<file path="src/rtl/div_unit.sv">
// ============================================================================
//  div_unit : 32-bit radix-2 restoring divider (MIPS DIV/DIVU), 33-cycle latency
//  Revision : 1.0
// ============================================================================
`default_nettype none

module div_unit (
    input  logic        clk,
    input  logic        rst,
    input  logic [31:0] a,
    input  logic [31:0] b,
    input  logic        signed_div,
    input  logic        start,
    input  logic        cancel,
    output logic        stall,
    output logic        busy,
    output logic        ready,
    output logic [63:0] result
);

    typedef enum logic [1:0] {
        S_IDLE   = 2'd0,
        S_DIV    = 2'd1,
        S_FINISH = 2'd2
    } state_t;

    state_t      r_state;
    state_t      w_next;
    logic [4:0]  r_count;
    logic [31:0] r_divisor;
    logic [31:0] r_dq;
    logic [31:0] r_rem;
    logic        r_sign_q;
    logic        r_sign_r;
    logic [63:0] r_result;

    logic        w_div0;
    logic [31:0] w_a_mag;
    logic [31:0] w_b_mag;
    logic [32:0] w_shift;
    logic [32:0] w_diff;
    logic        w_qbit;
    logic [31:0] w_rem_next;
    logic [31:0] w_q_next;
    logic [31:0] w_q_fix;
    logic [31:0] w_r_fix;

    assign w_div0  = (b == 32'd0);
    assign w_a_mag = (signed_div && a[31]) ? (32'd0 - a) : a;
    assign w_b_mag = (signed_div && b[31]) ? (32'd0 - b) : b;

    // The held remainder is always below the divisor, so 32 bits plus the
    // incoming dividend bit form the 33-bit trial value.
    assign w_shift    = {r_rem, r_dq[31]};
    assign w_diff     = w_shift - {1'b0, r_divisor};
    assign w_qbit     = ~w_diff[32];
    assign w_rem_next = w_qbit ? w_diff[31:0] : w_shift[31:0];
    assign w_q_next   = {r_dq[30:0], w_qbit};
    assign w_q_fix    = r_sign_q ? (32'd0 - w_q_next)   : w_q_next;
    assign w_r_fix    = r_sign_r ? (32'd0 - w_rem_next) : w_rem_next;

    always_comb begin
        w_next = r_state;
        case (r_state)
            S_IDLE:   if (start) w_next = w_div0 ? S_FINISH : S_DIV;
            S_DIV:    if (r_count == 5'd31) w_next = S_FINISH;
            S_FINISH: w_next = S_IDLE;
            default:  w_next = S_IDLE;
        endcase
        if (cancel) w_next = S_IDLE;
    end

    always_ff @(posedge clk) begin
        if (rst) begin
            r_state   <= S_IDLE;
            r_count   <= 5'd0;
            r_divisor <= 32'd0;
            r_dq      <= 32'd0;
            r_rem     <= 32'd0;
            r_sign_q  <= 1'b0;
            r_sign_r  <= 1'b0;
            r_result  <= 64'd0;
        end else begin
            r_state <= w_next;
            if (!cancel) begin
                case (r_state)
                    S_IDLE: begin
                        if (start) begin
                            if (w_div0) begin
                                r_result <= {a, 32'hFFFF_FFFF};
                            end else begin
                                r_divisor <= w_b_mag;
                                r_dq      <= w_a_mag;
                                r_rem     <= 32'd0;
                                r_count   <= 5'd0;
                                r_sign_q  <= signed_div & (a[31] ^ b[31]);
                                r_sign_r  <= signed_div & a[31];
                            end
                        end
                    end
                    S_DIV: begin
                        r_rem   <= w_rem_next;
                        r_dq    <= w_q_next;
                        r_count <= r_count + 5'd1;
                        if (r_count == 5'd31) r_result <= {w_r_fix, w_q_fix};
                    end
                    default: ;
                endcase
            end
        end
    end

    assign stall  = ((r_state == S_IDLE) && start && !cancel) || (r_state == S_DIV);
    assign busy   = (r_state == S_DIV);
    assign ready  = (r_state == S_FINISH);
    assign result = r_result;

endmodule

`default_nettype wire

</file>
<file path="config.mk">
export PLATFORM = sky130hd
export DESIGN_NAME = div_unit
export DESIGN_NICKNAME = d
export VERILOG_FILES = /design/src/rtl/div_unit.sv
export SDC_FILE = /design/constraint.sdc
export NUM_CORES = 1
export LEC_CHECK = 0
export ABC_AREA = 1
export CAP_MARGIN = 20
export CELL_PAD_IN_SITES_DETAIL_PLACEMENT = 1
export CELL_PAD_IN_SITES_GLOBAL_PLACEMENT = 2
export CORE_MARGIN = 3
export CORE_UTILIZATION = 30
export CTS_CLUSTER_SIZE = 16
export DETAILED_ROUTE_END_ITERATION = 8
export DONT_BUFFER_PORTS = 1
export PLACE_DENSITY = 0.87
export SLEW_MARGIN = 20
export SYNTH_ARGS = -nofsm -noshare
export SYNTH_HDL_FRONTEND = slang
export SYNTH_SLANG_ARGS = --single-unit
</file>
<file path="constraint.sdc">
create_clock -name clk -period 3.6 [get_ports clk]
set_clock_uncertainty 0.2 [all_clocks]
set_input_delay 0 -clock clk [delete_from_list [all_inputs] [get_ports clk]]
set_output_delay 0 -clock clk [all_outputs]
set_load 0.02 [all_outputs]
</file>
==> flow_metrics.env, run 1 <==
export IMPL_vdd_ir_drop_max_mv=0.336
export IMPL_async_reset_ff_frac=0
export IMPL_hp_class="in -> reg"
export IMPL_area_growth_pct=38.4
export IMPL_first_global_vias=16000
export IMPL_cts_inserted_buffers=17
export IMPL_tritoncts="done"
export IMPL_crit_path_end_kind="flop"
export IMPL_layout_nets=2543
export IMPL_leakagePower_nw=8.40
export IMPL_ios=136
export IMPL_ys_types=60
export IMPL_yosys_cell_count_top_type="nand2_1"
export IMPL_synth_edf_count=0
export IMPL_worst_slew_pin_slew_ns=1.46
export IMPL_viasPerCell=5.28
export IMPL_fmax_mhz=263
export IMPL_fin_area_um2=18100
export IMPL_clockBufferDepth=2
export IMPL_rows=75
export IMPL_ys_seq_area_frac=0.259
export IMPL_die_h_um=215
export IMPL_clk_latency_ns=0.48
export IMPL_gp_congestion=0.932
export IMPL_syn_num_nets=2276
export IMPL_htreeDepth=4
export IMPL_port_buffers=0
export IMPL_critPathTopFamily="simple AND/OR/NAND/NOR gates"
export IMPL_grt_pass1_wl_um=89600
export IMPL_clock_root_buffer="clkbuf_16"
export IMPL_drv_cap=0
export IMPL_postSynthAreaPerCell_um2=6.02
export IMPL_core_um2=42500
export IMPL_crit_buf_inv=9
export IMPL_clock_sinks=169
export IMPL_path_max_fanout=6
export IMPL_synth_warnings=0
export IMPL_die_w_um=215
export IMPL_clk_pin_slew_ns=0.09
export IMPL_drive_gt1_frac=0.230
export IMPL_setup_viol=26
export IMPL_cpMostUsedCell="nand2_2"
export IMPL_ant_nets=0
export IMPL_synth_area_leader_cell="dfxtp_1"
export IMPL_drt_total_wl_um=61300
export IMPL_worst_hold_slack_ns=0.0342
export IMPL_diodes=0
export IMPL_grt_ovfl_total=0
export IMPL_fin_crit_ns=3.81
export IMPL_antenna_found_initial=1
export IMPL_final_setup_tns_ns=-2.39
export IMPL_utilization=0.425
export IMPL_drc=0
export IMPL_grt_use_total=0.242
export IMPL_synth_top_area_frac=0.259
export IMPL_syn_inst=2168
export IMPL_netlist_area_um2=13100
export IMPL_power_density_nw_per_um2=327
export IMPL_initial_core_util=0.307
export IMPL_dpl_instance_area_um2=14800
export IMPL_grt_start_max_net_pins=89
export IMPL_cp_slowest_cell="fa_2"
export IMPL_synth_flop_cell="dfxtp_1"
export IMPL_dr_first_iter_drc_count=958
export IMPL_setup_ws_ns=-0.209
export IMPL_wire_per_inst_um=20.3
export IMPL_failed_checks="setup timing"
export IMPL_ys_seq_elements=169
export IMPL_worstSetupPathType="reg -> reg"
export IMPL_max_stage_delay_ns=0.37
export IMPL_slew_headroom=0.0220
export IMPL_firstDrtPassIters=5
export IMPL_status="finished with violations"
export IMPL_crit_arrival_ns=4.01
export IMPL_dieArea_um2=46100
export IMPL_dp_hpwl_um=42700
export IMPL_fin_crit_sh=1.06
export IMPL_netlist_top_cells_count="nand2_1 (590), inv_1 (289), nor2_1 (201)"
export IMPL_hold_viol_final=0
export IMPL_required_ns=3.80
export IMPL_num_vias=16000
export IMPL_worst_setup_path_start_kind="flop"
export IMPL_synthTopCellsByArea="dfxtp_1 (26%), nand2_1 (17%), inv_1 (8.3%)"
export IMPL_rsz0062_at_grt="true"
export IMPL_slew_viol_final=0
## area by class of cell
type                    instances  area [um^2]
inverters                     296         1110
multi-input cells            1613         9180
flip-flops and latches        169         3400
repair buffers                338         3080
fillers                      5471        24400
clock inverters                15          145
well taps                     577          722
clock buffers                  17          425
## worst min-delay path, stage by stage
cell,delay [ns]
nor4_1,0.14
o21ai_0,0.21
o221ai_1,0.19
o21ai_0,0.08
inv_1,0.05
## final timing paths
| kind | depth (start not counted) | slack [ns] | end | from |
|---|---|---|---|---|
| setup / recovery | 28 | -0.21 | result[16]$_SDFFE_PP0P_ | r_dq[31]$_SDFFE_PP0P_ |
| hold / removal | 5 | 0.03 | r_dq[26]$_SDFFE_PP0P_ | a[23] |
| setup reg to reg | 28 | -0.21 | result[16]$_SDFFE_PP0P_ | r_dq[31]$_SDFFE_PP0P_ |
| hold reg to reg | 2 | 0.29 | r_count[4]$_SDFFE_PP0P_ | r_count[4]$_SDFFE_PP0P_ |
## cells by family after synthesis
family	count (synthesis)	share of synthesized area
simple gates	1065	0.352
compound gates	451	0.195
buf+inv	386	0.117
flops	169	0.259
xor+xnor	58	0.0389
fa+ha+maj	39	0.0379
## layer usage
metal | GRT usage | vias up | part of all wire
li1 | - | 7587 | -
met1 | 0.314 | 7862 | 0.44
met2 | 0.419 | 399 | 0.49
met3 | 0.0347 | 123 | 0.038
met4 | 0.0694 | 2 | 0.032
met5 | 0 | - | 0.00028
## flip-flops by register name, indices dropped and copies added (netlist names)
signal / cells
result: 64
r_divisor: 32
r_dq: 32
r_rem: 32
r_count: 5
r_state: 2
r_sign_q: 1
r_sign_r: 1
## placed cells by master, fill, tap and decap left out, types with 28 or more instances in the layout
cell type | Yosys | layout
dfxtp_1 | 169 | 153
a21oi_1 | 200 | 183
o21ai_0 | 144 | 128
nand2_4 | 6 | 28
nand2_2 | 17 | 78
nor3_1 | 33 | 31
nor2_1 | 201 | 175
nand2_1 | 590 | 505
nand3_1 | 135 | 113
dlygate4sd3_1 | 0 | 99
inv_1 | 289 | 274
xor2_1 | 43 | 41
buf_4 | 3 | 196
buf_6 | 4 | 29
## report_power, final
part | leakage, nW | internal [mW] | total (mW) | switching (mW)
Sequential | 1.38 | 1.96 | 2.06 | 0.108
Clock | 0.264 | 0.965 | 1.91 | 0.941
Combinational | 6.75 | 0.756 | 1.94 | 1.18
## per-stage QoR
step	power [mW]	instances	setup WS [ns]
2_1_floorplan	2.99	2168	0.00479
3_3_place_gp	3.52	2835	-0.157
3_5_place_dp	3.56	2835	-0.284
4_1_cts	5.64	2974	-0.0427
5_1_grt	6.16	3025	-0.365
6_report	5.90	3025	-0.209
## repair_timing
action                                  in CTS  in global routing
buffers inserted                             6                 52
pin swaps                                   16                 56
hold endpoints to repair                   142                  0
hold buffers                               100                  0
resized for setup                           34                279
endpoints found under the setup margin      25                 50
gates cloned                                 1                  2
Note: power is estimated with default switching activity, not from simulation.
==> inputs of run 2 (changes only) <==
--- a/config.mk
+++ b/config.mk
@@ -9,6 +9,7 @@
 export CAP_MARGIN = 20
 export CELL_PAD_IN_SITES_DETAIL_PLACEMENT = 1
 export CELL_PAD_IN_SITES_GLOBAL_PLACEMENT = 2
+export CORE_ASPECT_RATIO = 2
 export CORE_MARGIN = 3
 export CORE_UTILIZATION = 30
 export CTS_CLUSTER_SIZE = 16
==> run 2 against run 1 <==
Against the previous run:
- the run ends with hold timing, setup timing left
- final area increased by 11%
- sequential share of layout area down 1.9 points
- utilization is 4.4 points higher
- critical path depth is 2 lower
- non-clock buffer count rose by 167
- register-to-register slack barely moved
- count of clock-buffer cells in the layout is 1 higher
- cell count is 4.6% higher
- maximum frequency rose by 0.18%
- largest power group is now clock
==> flow_metrics.env, run 2 (synthesized netlist as in run 1, its figures left out) <==
export IMPL_status="finished with violations"
export IMPL_failed_checks="hold timing, setup timing"
export IMPL_fin_area_um2=20100
export IMPL_final_setup_tns_ns=-0.911
export IMPL_crit_arrival_ns=3.97
export IMPL_layout_nets=2713
export IMPL_drc=0
export IMPL_min_to="r_dq[22]$_SDFFE_PP0P_"
export IMPL_diodes=0
export IMPL_timing_rr_end="result[30]$_SDFFE_PP0P_"
export IMPL_utilization=0.469
export IMPL_fmax_mhz=263
export IMPL_hold_viol_final=2
export IMPL_slew_headroom=0.197
export IMPL_worst_slew_pin_slew_ns=1.20
export IMPL_firstDrtPassIters=5
export IMPL_dp_hpwl_um=52200
export IMPL_ant_nets=0
export IMPL_cpMostUsedCell="nand2_2"
export IMPL_die_h_um=301
export IMPL_area_growth_pct=53.9
export IMPL_cp_slowest_cell="fa_2"
export IMPL_hold_start="a[14]"
export IMPL_htreeDepth=4
export IMPL_slew_viol_final=0
export IMPL_hp_class="in -> reg"
export IMPL_setup_ws_ns=-0.202
export IMPL_first_global_vias=18300
export IMPL_leakagePower_nw=9.44
export IMPL_drt_total_wl_um=76100
export IMPL_rsz0062_at_grt="true"
export IMPL_grt_ovfl_total=0
export IMPL_viasPerCell=5.54
export IMPL_setup_viol=18
export IMPL_power_density_nw_per_um2=329
export IMPL_required_ns=3.76
export IMPL_worst_hold_slack_ns=-0.0785
export IMPL_max_stage_delay_ns=0.37
export IMPL_crit_path_end_kind="flop"
export IMPL_dieArea_um2=46200
export IMPL_path_max_fanout=5
export IMPL_die_w_um=154
export IMPL_drive_gt1_frac=0.280
export IMPL_grt_start_max_net_pins=89
export IMPL_port_buffers=0
export IMPL_clockBufferDepth=2
export IMPL_dr_first_iter_drc_count=874
export IMPL_core_um2=42800
export IMPL_clock_sinks=169
export IMPL_clk_latency_ns=0.47
export IMPL_grt_use_total=0.296
export IMPL_ff2ff_path_depth=26
export IMPL_final_common_cell="nand2_1"
export IMPL_whs_path_depth=6
export IMPL_fin_crit_sh=1.06
export IMPL_num_vias=17500
export IMPL_clk_pin_slew_ns=0.07
export IMPL_gp_congestion=1.01
export IMPL_grt_pass1_wl_um=105000
export IMPL_antenna_found_initial=0
export IMPL_wire_per_inst_um=24.1
export IMPL_cts_inserted_buffers=17
export IMPL_worst_setup_path_start_kind="flop"
export IMPL_layout_common_cells="nand2_1 (492), buf_4 (304), inv_1 (273), a21oi_1 (176), nor2_1 (162)"
export IMPL_vdd_ir_drop_max_mv=0.251
export IMPL_fin_crit_ns=3.80
export IMPL_drv_cap=0
export IMPL_dpl_instance_area_um2=15700
export IMPL_initial_core_util=0.305
export IMPL_reg2reg_from="r_dq[31]$_SDFFE_PP0P_"
export IMPL_rows=107
export IMPL_rrSetupSlack_ns=-0.20
export IMPL_ios=136
export IMPL_clock_root_buffer="clkbuf_16"
export IMPL_worstSetupPathType="reg -> reg"
export IMPL_tritoncts="done"
export IMPL_largest_reg_flops=64
==> run 2: changes by cell type in the layout (fill, tap and decap cells not counted), moves of 8 or more <==
cell,before,now
ha_4,18,26
nand2_1,505,492
nand2_2,78,89
ha_1,19,11
nand3_1,113,103
buf_4,196,304
nor2_4,17,30
dlygate4sd3_1,99,150
nor2_1,175,162
==> run 2: metrics by stage <==
| stage | setup slack, ns | total power, mW | instances |
|---|---|---|---|
| 3_5_place_dp | -0.683 | 3.72 | 2923 |
| 5_1_grt | -0.408 | 6.84 | 3163 |
| 2_1_floorplan | 0.00479 | 2.99 | 2168 |
| 4_1_cts | -0.0268 | 6.24 | 3105 |
| 3_3_place_gp | -0.589 | 3.68 | 2923 |
| 6_report | -0.202 | 6.62 | 3163 |
==> run 2: layout make-up <==
class	instances	area, um^2
Clock inverter	14	263
Timing Repair Buffer	505	4510
Sequential cell	169	3390
Tap cell	545	682
Inverter	296	1120
Multi-Input combinational cell	1616	9690
Clock buffer	18	439
Fill cell	5484	22700
==> run 2: critical path: cells and delay by family (launching register included) <==
kind / cells / cell delay (ns)
buffers and inverters: 3 / 0.19
xor gates and xnor gates: 1 / 0.18
adders and majority gates: 3 / 0.67
AOI/OAI and AO/OA: 3 / 0.39
and+or+nand+nor: 16 / 1.71
DFF: 1 / 0.33
==> run 2: what timing repair did <==
action	4_1_cts	5_1_grt
hold buffers	133	18
pin swaps	26	101
resized for setup	73	331
setup endpoints to repair	50	76
gates cloned	2	5
setup buffers	15	37
endpoints found under the hold margin	152	70
==> run 2: layer usage <==
layer | up-vias | GRT usage | part of all wire | wire length [um]
li1 | 7933 | - | - | -
met1 | 8519 | 0.250 | 0.31 | 23600
met2 | 704 | 0.571 | 0.52 | 39900
met3 | 360 | 0.0452 | 0.039 | 2980
met4 | 0 | 0.280 | 0.13 | 9560
met5 | - | 0 | 0 | 0
==> run 2: power breakdown <==
group	switching [mW]	internal, mW
Combinational	1.35	0.902
Clock	0.905	1.40
Sequential	0.110	1.95
Total	2.36	4.25
==> run 2: worst max-delay path by stage <==
stage	from	end	slack (ns)	cells past startpoint
after floorplan	r_dq[31]$_SDFFE_PP0P_	result[30]$_SDFFE_PP0P_	0.005	28
after global placement	r_divisor[27]$_SDFFE_PP0P_	result[63]$_SDFFE_PP0P_	-0.59	21
after detailed placement	r_divisor[27]$_SDFFE_PP0P_	result[63]$_SDFFE_PP0P_	-0.68	21
after CTS	r_dq[31]$_SDFFE_PP0P_	result[30]$_SDFFE_PP0P_	-0.03	26
after global routing	r_dq[31]$_SDFFE_PP0P_	result[30]$_SDFFE_PP0P_	-0.41	26
final	r_dq[31]$_SDFFE_PP0P_	result[30]$_SDFFE_PP0P_	-0.20	26
